### src/rtl/muller_c_handshake_arb.sv
// Round-robin scheduler giving NREQ requesters turns at one four-phase handshake on an external C-element.
// Ack arrives 8+2*skew cycles after the grant edge with an ideal element; a hung element lands in ERR until cleared.
module muller_c_handshake_arb #(
   parameter int NREQ    = 2,
   parameter int SKEW_W  = 4,
   parameter int TIMEOUT = 64,
   parameter int CNT_W   = 16
) (
   input  logic              wb_clk_i,
   input  logic              wb_rst_i,
   input  logic [NREQ-1:0]   req_i,
   output logic [NREQ-1:0]   ack_o,
   input  logic [SKEW_W-1:0] skew_i,
   input  logic              c_out_i,
   output logic              c_a_o,
   output logic              c_b_o,
   output logic              busy_o,
   output logic              err_o,
   input  logic              err_clr_i,
   output logic [CNT_W-1:0]  cycle_cnt_o
);

   localparam int IDX_W = $clog2(NREQ);
   localparam int TMR_W = $clog2(TIMEOUT + 1);

   typedef enum logic [2:0] {
      S_IDLE,
      S_RISE_A,
      S_WAIT_HI,
      S_FALL_A,
      S_WAIT_LO,
      S_ERR
   } state_t;

   state_t              r_state;
   logic                r_c_meta;
   logic                r_c_s;
   logic                r_a;
   logic                r_b;
   logic                r_busy;
   logic                r_err;
   logic [NREQ-1:0]     r_ack;
   logic [IDX_W-1:0]    r_ptr;
   logic [IDX_W-1:0]    r_gnt;
   logic [SKEW_W-1:0]   r_skew;
   logic [SKEW_W-1:0]   r_dwell;
   logic [TMR_W-1:0]    r_tmr;
   logic [CNT_W-1:0]    r_cnt;

   logic [NREQ-1:0]     w_rot;
   logic                w_found;
   logic [IDX_W-1:0]    w_win;
   logic [IDX_W-1:0]    w_ptr_nxt;

   function automatic logic [IDX_W-1:0] f_mod(input logic [IDX_W:0] v);
      logic [IDX_W:0] w_t;
      w_t = (v >= (IDX_W+1)'(NREQ)) ? v - (IDX_W+1)'(NREQ) : v;
      return w_t[IDX_W-1:0];
   endfunction

   // Rotate requests so bit 0 is the requester at the pointer, then take the first set bit.
   always_comb begin
      w_rot   = NREQ'({req_i, req_i} >> r_ptr);
      w_found = 1'b0;
      w_win   = '0;
      for (int i = 0; i < NREQ; i++) begin
         if (!w_found && w_rot[i]) begin
            w_found = 1'b1;
            w_win   = f_mod({1'b0, r_ptr} + {1'b0, IDX_W'(i)});
         end
      end
      w_ptr_nxt = f_mod({1'b0, w_win} + (IDX_W+1)'(1));
   end

   // Synchronizer resets to 1 so nothing is granted until the element is seen low.
   always_ff @(posedge wb_clk_i) begin
      if (wb_rst_i) begin
         r_c_meta <= 1'b1;
         r_c_s    <= 1'b1;
      end else begin
         r_c_meta <= c_out_i;
         r_c_s    <= r_c_meta;
      end
   end

   always_ff @(posedge wb_clk_i) begin
      if (wb_rst_i) begin
         r_state <= S_IDLE;
         r_a     <= 1'b0;
         r_b     <= 1'b0;
         r_busy  <= 1'b0;
         r_err   <= 1'b0;
         r_ack   <= '0;
         r_ptr   <= '0;
         r_gnt   <= '0;
         r_skew  <= '0;
         r_dwell <= '0;
         r_tmr   <= '0;
         r_cnt   <= '0;
      end else begin
         r_ack <= '0;
         case (r_state)
            S_IDLE: begin
               if (w_found && !r_c_s) begin
                  r_gnt   <= w_win;
                  r_ptr   <= w_ptr_nxt;
                  r_skew  <= skew_i;
                  r_dwell <= '0;
                  r_a     <= 1'b1;
                  r_busy  <= 1'b1;
                  r_state <= S_RISE_A;
               end
            end
            S_RISE_A: begin
               if (r_dwell == r_skew) begin
                  r_b     <= 1'b1;
                  r_tmr   <= '0;
                  r_state <= S_WAIT_HI;
               end else begin
                  r_dwell <= r_dwell + SKEW_W'(1);
               end
            end
            S_WAIT_HI: begin
               if (r_c_s) begin
                  r_a     <= 1'b0;
                  r_dwell <= '0;
                  r_state <= S_FALL_A;
               end else if (r_tmr == TMR_W'(TIMEOUT - 1)) begin
                  r_a     <= 1'b0;
                  r_b     <= 1'b0;
                  r_err   <= 1'b1;
                  r_state <= S_ERR;
               end else begin
                  r_tmr <= r_tmr + TMR_W'(1);
               end
            end
            S_FALL_A: begin
               if (r_dwell == r_skew) begin
                  r_b     <= 1'b0;
                  r_tmr   <= '0;
                  r_state <= S_WAIT_LO;
               end else begin
                  r_dwell <= r_dwell + SKEW_W'(1);
               end
            end
            S_WAIT_LO: begin
               if (!r_c_s) begin
                  r_ack   <= NREQ'(1) << r_gnt;
                  r_cnt   <= r_cnt + CNT_W'(1);
                  r_busy  <= 1'b0;
                  r_state <= S_IDLE;
               end else if (r_tmr == TMR_W'(TIMEOUT - 1)) begin
                  r_a     <= 1'b0;
                  r_b     <= 1'b0;
                  r_err   <= 1'b1;
                  r_state <= S_ERR;
               end else begin
                  r_tmr <= r_tmr + TMR_W'(1);
               end
            end
            S_ERR: begin
               r_a <= 1'b0;
               r_b <= 1'b0;
               if (err_clr_i) begin
                  r_err   <= 1'b0;
                  r_busy  <= 1'b0;
                  r_state <= S_IDLE;
               end
            end
            default: begin
               r_a     <= 1'b0;
               r_b     <= 1'b0;
               r_busy  <= 1'b0;
               r_err   <= 1'b0;
               r_state <= S_IDLE;
            end
         endcase
      end
   end

   assign ack_o       = r_ack;
   assign c_a_o       = r_a;
   assign c_b_o       = r_b;
   assign busy_o      = r_busy;
   assign err_o       = r_err;
   assign cycle_cnt_o = r_cnt;

endmodule

### config.mk
export PLATFORM = sky130hd
export DESIGN_NAME = muller_c_handshake_arb
export DESIGN_NICKNAME = d
export VERILOG_FILES = /design/src/rtl/muller_c_handshake_arb.sv
export SDC_FILE = /design/constraint.sdc
export NUM_CORES = 1
export LEC_CHECK = 0
export CELL_PAD_IN_SITES_DETAIL_PLACEMENT = 1
export CELL_PAD_IN_SITES_GLOBAL_PLACEMENT = 2
export CORE_MARGIN = 3
export CORE_UTILIZATION = 28
export DETAILED_ROUTE_END_ITERATION = 8
export PLACE_DENSITY = 0.79
export REMOVE_ABC_BUFFERS = 1
export SLEW_MARGIN = 20
export SYNTH_ARGS = -nofsm -noshare
export SYNTH_HDL_FRONTEND = slang
export SYNTH_SLANG_ARGS = --single-unit
### constraint.sdc
create_clock -name wb_clk_i -period 2 [get_ports wb_clk_i]
set_clock_uncertainty 0.1 [all_clocks]
set_input_delay 0.2 -clock wb_clk_i [delete_from_list [all_inputs] [get_ports wb_clk_i]]
set_output_delay 0.2 -clock wb_clk_i [all_outputs]
set_load 0.005 [all_outputs]
==> metrics.csv, run 1 <==
stage,metric,value,unit
status,outcome,finished clean,
clock_network,TritonCTS clock tree,built,
power,Seq pwr share,0.465,
sta,fin crit period,1.95,ns
grt,GRT met1 Usage,0.185,
clock_network,hold buffer count at cts,0,
worst_setup_path,CP Capture Type,flip-flop,
power,Gate power share,0.157,
power,P_leak,1.06,nW
clock_network,Root Buffer,clkbuf_8,
route,wire length per cell,14.5,um
die,die area,8550,um2
die,Boundary Pins,32,
grt,antenna violations before repair,0,
sta,Slew Limit Fails,0,
route,vias per inst,5.01,
finish,"commonest non-fill, non-tap cells in the layout","dfxtp_1, nand2_1, clkdlybuf4s50_1, nor2_1, a21oi_1",
die,Starting Density,0.298,
clock_network,worst skew pair latency,0.30,ns
power,total power,1.96,mW
run,max cap viols,0,
grt,met2 Usage GRT,0.232,
sta,"Hold Violations, Final",0,
finish,synthesis-to-layout area growth,36.2,%
grt,GR peak layer,met2,
route,Final Routed Wirelength,5790,um
finish,share of cells above drive strength 1,0.151,
sta,Setup Viol. Count Final,0,
clock_network,H-tree levels,2,
grt,gr usage total,0.140,
placement,dpl ws,-0.0409,ns
sta,fin worst setup slack,0.0471,ns
sta,relative slew slack,0.685,
placement,RD Place Congestion,0.788,
grt,GR Overflow Total,0,
synthesis,Post-synth EDFFs,0,
finish,fillers,847,
die,FP Rows,30,
worst_setup_path,Critical Path RT,2.09,ns
route,DRT Pass-1 Iters,4,
clock_network,CTS Buf Count,5,
die,Core ar.,7020,um2
die,Die W,92.5,um
clock_network,clock slew at reported path FFs,0.09,ns
power,power per cell area,688,nW/um2
finish,"commonest non-fill, non-tap cell in the layout",dfxtp_1,
route,Final ANT Viol Nets,0,
worst_setup_path,startpoint class of the critical path,flip-flop,
sta,fmax,512,MHz
grt,largest net degree at the start of global routing,23,
route,Vias,2004,
sta,Worst Max-Slew Pin Slew,0.469,ns
power,Clk pwr share,0.378,
placement,IO Port Bufs,31,
synthesis,Mean Syn Cell Area,8.31,um2
grt,vias in the first global route,2075,
synthesis,"Seq/Total Area, Yosys",0.421,
synthesis,yosys warns,0,
power,Switching Fraction,0.260,
synthesis,Synth Instances,252,
worst_setup_path,critical path type,flip-flop to flip-flop,
worst_setup_path,CP arrival,2.04,ns
synthesis,#FFs+latches synth,44,
synthesis,Netlist Area Pre-Place,2090,um2
sta,fin crit share,0.976,
synthesis,Async SR Flop Fraction,0,
power,Internal,1.45,mW
min_path,Worst Hold Class,flip-flop to flip-flop,
grt,global-route wire length before repair,9860,um
route,Remaining DRCs,0,
die,Die Height,92.5,um
power,Psw,0.510,mW
grt,met3 global-route usage,0.0284,
power,Worst IR Drop VDD,0.375,mV
synthesis,Yosys cell types,44,
placement,post-detail-place hpwl,4110,um
finish,Diodes inserted,0,
synthesis,Synth Flop Type,dfxtp_1,
clock_network,Clock Tree Buf Depth,2,
clock_network,clock sinks,44,
finish,Nets,316,
worst_setup_path,crit path max fanout,6,
route,initial DRC count,65,
power groups by stage:
stage | Sequential [mW] | Clock, mW | Combinational (mW)
after CTS | 0.911 | 0.763 | 0.263
after floorplan | 0.941 | 0 | 0.126
after detailed placement | 0.932 | 0 | 0.262
after global placement | 0.931 | 0 | 0.258
final | 0.912 | 0.742 | 0.307
after global routing | 0.916 | 0.800 | 0.339
cell usage after synthesis (2+ instances only):
master,instances,area (um2)
and4_1,2,17.5
or3_1,6,37.5
a22o_1,2,17.5
a21oi_1,21,105
inv_1,7,26.3
or2_2,3,18.8
a211oi_1,3,22.5
o21ai_0,12,60.1
nand4_1,6,37.5
dfxtp_1,44,881
nor2_1,30,113
o211ai_1,2,15.0
clkbuf_1,8,30.0
or4_1,3,22.5
nor3_1,6,30.0
xnor2_1,5,43.8
nor2b_1,4,25.0
nand2b_1,4,25.0
and3_1,3,18.8
nand3_1,9,45.0
o211a_1,2,20.0
nor3_2,2,20.0
xor2_1,14,123
nand2_1,32,120
ha_1,3,37.5
routing by layer:
layer  vias up  share of wire
met5         -              0
met4         0          0.017
met3         8          0.028
met2        30           0.47
met1       977           0.49
li1        989              -
repair_timing:
action,4_1_cts,5_1_grt
endpoints found under the setup margin,0,15
setup buffers,0,4
gates resized for setup,0,12
final timing paths:
| path | startpoint | end | slack, ns | depth (start not counted) |
|---|---|---|---|---|
| worst max register to register | r_dwell[1]$_SDFFE_PP0P_ | r_state[0]$_SDFFE_PP0P_ | 0.05 | 6 |
| worst max-delay path | r_dwell[1]$_SDFFE_PP0P_ | r_state[0]$_SDFFE_PP0P_ | 0.05 | 6 |
| worst min-delay path | r_c_meta$_SDFF_PP1_ | r_c_s$_SDFF_PP1_ | 0.32 | 1 |
| worst min register to register | r_c_meta$_SDFF_PP1_ | r_c_s$_SDFF_PP1_ | 0.32 | 1 |
state kept, by name, summed over array words and instances (netlist names), 2 cells and up:
name         count
ack_o            2
r_dwell          4
r_state          3
cycle_cnt_o     16
r_tmr            7
r_skew           4
layout make-up:
| type | count | area (um2) | area share |
|---|---|---|---|
| multi-input combinational | 193 | 1220 | 0.427 |
| sequential | 44 | 882 | 0.309 |
| timing repair buffer | 52 | 484 | 0.170 |
| tap | 96 | 120 | 0.0421 |
| clock buffer | 6 | 82.6 | 0.0289 |
| clock inverter | 2 | 38.8 | 0.0136 |
| inverter | 7 | 26.3 | 0.00921 |
critical path, cell delays in order, from the launching register on:
cell,delay (ns)
dfxtp_1,0.37
xor2_2,0.20
nor4_4,0.42
buf_4,0.20
buf_4,0.14
nor2_1,0.07
o31a_1,0.33
cells by family after synthesis:
group,count (synthesis),share of synthesized area
DFF,44,0.421
xor gates and xnor gates,19,0.0795
AOI/OAI and AO/OA,56,0.173
buffers and inverters,16,0.0293
and+or+nand+nor,114,0.280
adders and majority gates,3,0.0179
per-stage QoR:
step	cell area, um2	hold slack (ns)	setup TNS, ns	instances	util
after floorplan	2060	0.169	0	243	-
after global routing	2850	0.330	-0.0515	400	0.406
after global placement	2630	0.294	0	387	0.375
after CTS	2750	0.322	0	395	0.392
final	2850	0.318	0	400	0.406
after detailed placement	2630	0.300	-0.0409	387	0.375
Note: power is estimated with default switching activity, not from simulation.
==> run 2: changes to the inputs <==
- CELL_PAD_IN_SITES_DETAIL_PLACEMENT: 1 -> not set
- CELL_PAD_IN_SITES_GLOBAL_PLACEMENT: 2 -> not set
- CORE_UTILIZATION: 28 -> 45
- PLACE_DENSITY: 0.79 -> 0.76
==> run 2 against run 1 <==
Effect of this change: total power is 9.8% lower; worst hold slack worse by 0.0035 ns; register-to-register slack worse by 0.03 ns; final area is 3.1% lower; sequential share of layout area is 1.2 points higher; via count is 2.8% lower; first-iteration DRC count is 91% higher; flip-flop and latch count stayed put; die area is 36% lower; combinational power is 4% higher; global-route usage is 3.9 points higher; largest cell class unchanged.
==> metrics.csv, run 2 (same netlist as run 1, synthesis figures left out) <==
stage,metric,value,unit,change
finish,share of cells above drive strength 1,0.165,,+0.0137
route,Vias,1948,,-2.8%
grt,global-route wire length before repair,7780,um,-21%
route,M1 WL,2240,um,-21%
sta,Worst Max-Slew Pin Slew,0.449,ns,-0.0194 ns
worst_setup_path,crit path max fanout,4,,-2
finish,fin cells,355,,-11%
route,Final Routed Wirelength,4850,um,-16%
finish,"commonest non-fill, non-tap cells in the layout","dfxtp_1, nand2_1, clkdlybuf4s50_1, nor2_1, a21oi_1",,
grt,antenna violations before repair,0,,unchanged
worst_setup_path,CP arrival,2.12,ns,+0.08 ns
grt,GR Overflow Total,0,,unchanged
finish,Diodes inserted,0,,unchanged
min_path,Hold Path Depth,1,,unchanged
min_path,Worst Hold Class,flip-flop to flip-flop,,
clock_network,clock slew at reported path FFs,0.08,ns,about the same
route,vias per inst,5.49,,+9.5%
clock_network,H-tree levels,2,,unchanged
route,initial DRC count,124,,+91%
grt,largest net degree at the start of global routing,27,,+17%
route,wire length per cell,13.7,um,-5.7%
status,outcome,finished clean,,
sta,relative slew slack,0.698,,+0.0123
route,Final ANT Viol Nets,0,,unchanged
route,DR WL met3,186,um,+16%
route,Max Used Layer,met4,,
die,Die W,74.2,um,-20%
finish,"commonest non-fill, non-tap cell in the layout",dfxtp_1,,
route,Remaining DRCs,0,,unchanged
finish,synthesis-to-layout area growth,32.0,%,
worst_setup_path,CP max-delay cell,dfxtp_1,,
die,Starting Density,0.474,,+0.176
sta,"Hold Violations, Final",0,,unchanged
die,Core ar.,4410,um2,-37%
sta,fin crit share,0.991,,+0.0147
worst_setup_path,worst path cell trace,xor2_2 > nor4_4 > buf_4 > buf_4 > a211o_2 > or3_1 > a21oi_1,,
worst_setup_path,worst r2r path cells,7,,+1
finish,register area,887,um2,+0.57%
clock_network,TritonCTS clock tree,built,,
run,max cap viols,0,,unchanged
sta,fmax,504,MHz,-1.5%
die,FP Rows,24,,-20%
die,die area,5510,um2,-36%
grt,vias in the first global route,1770,,-15%
grt,gr usage total,0.179,,+0.0392
sta,RSZ-0062 raised after global routing,yes,,
power,Worst IR Drop VDD,0.352,mV,-6.1%
worst_setup_path,CP Capture Type,flip-flop,,
placement,RD Place Congestion,0.858,,+8.9%
die,Boundary Pins,32,,unchanged
worst_setup_path,startpoint class of the critical path,flip-flop,,
power,total power,1.77,mW,-9.8%
sta,Setup Viol. Count Final,0,,unchanged
placement,post-detail-place hpwl,3300,um,-20%
clock_network,Clock Tree Buf Depth,2,,unchanged
route,met2 wire length,2300,um,-15%
finish,multi-input logic area,1220,um2,+0.51%
worst_setup_path,critical path type,flip-flop to flip-flop,,
clock_network,Root Buffer,clkbuf_8,,
clock_network,worst skew pair latency,0.30,ns,about the same
finish,max reg flops,16,,unchanged
route,DRT Pass-1 Iters,4,,unchanged
worst_setup_path,most frequent CP cell,buf_4,,
worst_setup_path,Critical Path RT,2.14,ns,+0.05 ns
power,P_leak,1.01,nW,-4.8%
placement,placed insts,343,,-11%
sta,Slew Limit Fails,0,,unchanged
clock_network,CTS Buf Count,5,,unchanged
placement,IO Port Bufs,31,,unchanged
power,power per cell area,640,nW/um2,-6.9%
die,Die Height,74.2,um,-20%
clock_network,clock sinks,44,,unchanged
finish,fillers,391,,-54%
sta,fin crit period,1.98,ns,+0.0294 ns
clock_network,hold buffer count at cts,0,,unchanged
worst_setup_path,CP peak stage delay,0.43,ns,about the same
finish,Nets,316,,unchanged
[run 2: worst max-delay path: cells and delay by family, from the launching register on]
family	cells	cell delay (ns)
DFF	1	0.43
and+or+nand+nor	2	0.41
buffers and inverters	2	0.29
AOI/OAI and AO/OA	2	0.49
xor gates and xnor gates	1	0.20
[run 2: power by group]
part / leakage, nW / switching [mW] / internal (mW)
Sequential: 0.357 / 0.0181 / 0.894
Clock: 0.0400 / 0.302 / 0.237
Combinational: 0.608 / 0.161 / 0.158
[run 2: path summary, 6_finish.rpt]
path / from / to / slack, ns
max: r_dwell[3]$_SDFFE_PP0P_ / r_dwell[3]$_SDFFE_PP0P_ / 0.02
min: r_c_meta$_SDFF_PP1_ / r_c_s$_SDFF_PP1_ / 0.31
max reg2reg: r_dwell[3]$_SDFFE_PP0P_ / r_dwell[3]$_SDFFE_PP0P_ / 0.02
min reg2reg: r_c_meta$_SDFF_PP1_ / r_c_s$_SDFF_PP1_ / 0.31
[run 2: timing repair]
action | 4_1_cts | 5_1_grt
endpoints found under the setup margin | 0 | 8
resized for setup | 0 | 15
setup buffers | 0 | 4
[run 2: layout make-up]
class	count	area share
clock buffer	5	0.0249
clock inverter	2	0.00452
inverter	7	0.00950
multi-input combinational	193	0.443
sequential	44	0.321
tap	52	0.0235
timing repair buffer	52	0.174
[run 2: per-layer routing]
metal,up-vias,global-route usage
li1,988,-
met1,909,0.234
met2,39,0.296
met3,12,0.0338
met4,0,0.0652
met5,-,0
[run 2: per-stage QoR]
| stage | hold WS, ns | TNS (ns) | util | setup slack, ns | instance area [um2] |
|---|---|---|---|---|---|
| 2_1_floorplan | 0.169 | 0 | - | 0.0651 | 2060 |
| 3_3_place_gp | 0.294 | 0 | 0.583 | 0.0399 | 2570 |
| 3_5_place_dp | 0.295 | 0 | 0.583 | 0.0387 | 2570 |
| 4_1_cts | 0.314 | 0 | 0.602 | 0.0673 | 2660 |
| 5_1_grt | 0.334 | -0.0989 | 0.626 | -0.0748 | 2770 |
| 6_report | 0.314 | 0 | 0.626 | 0.0177 | 2770 |
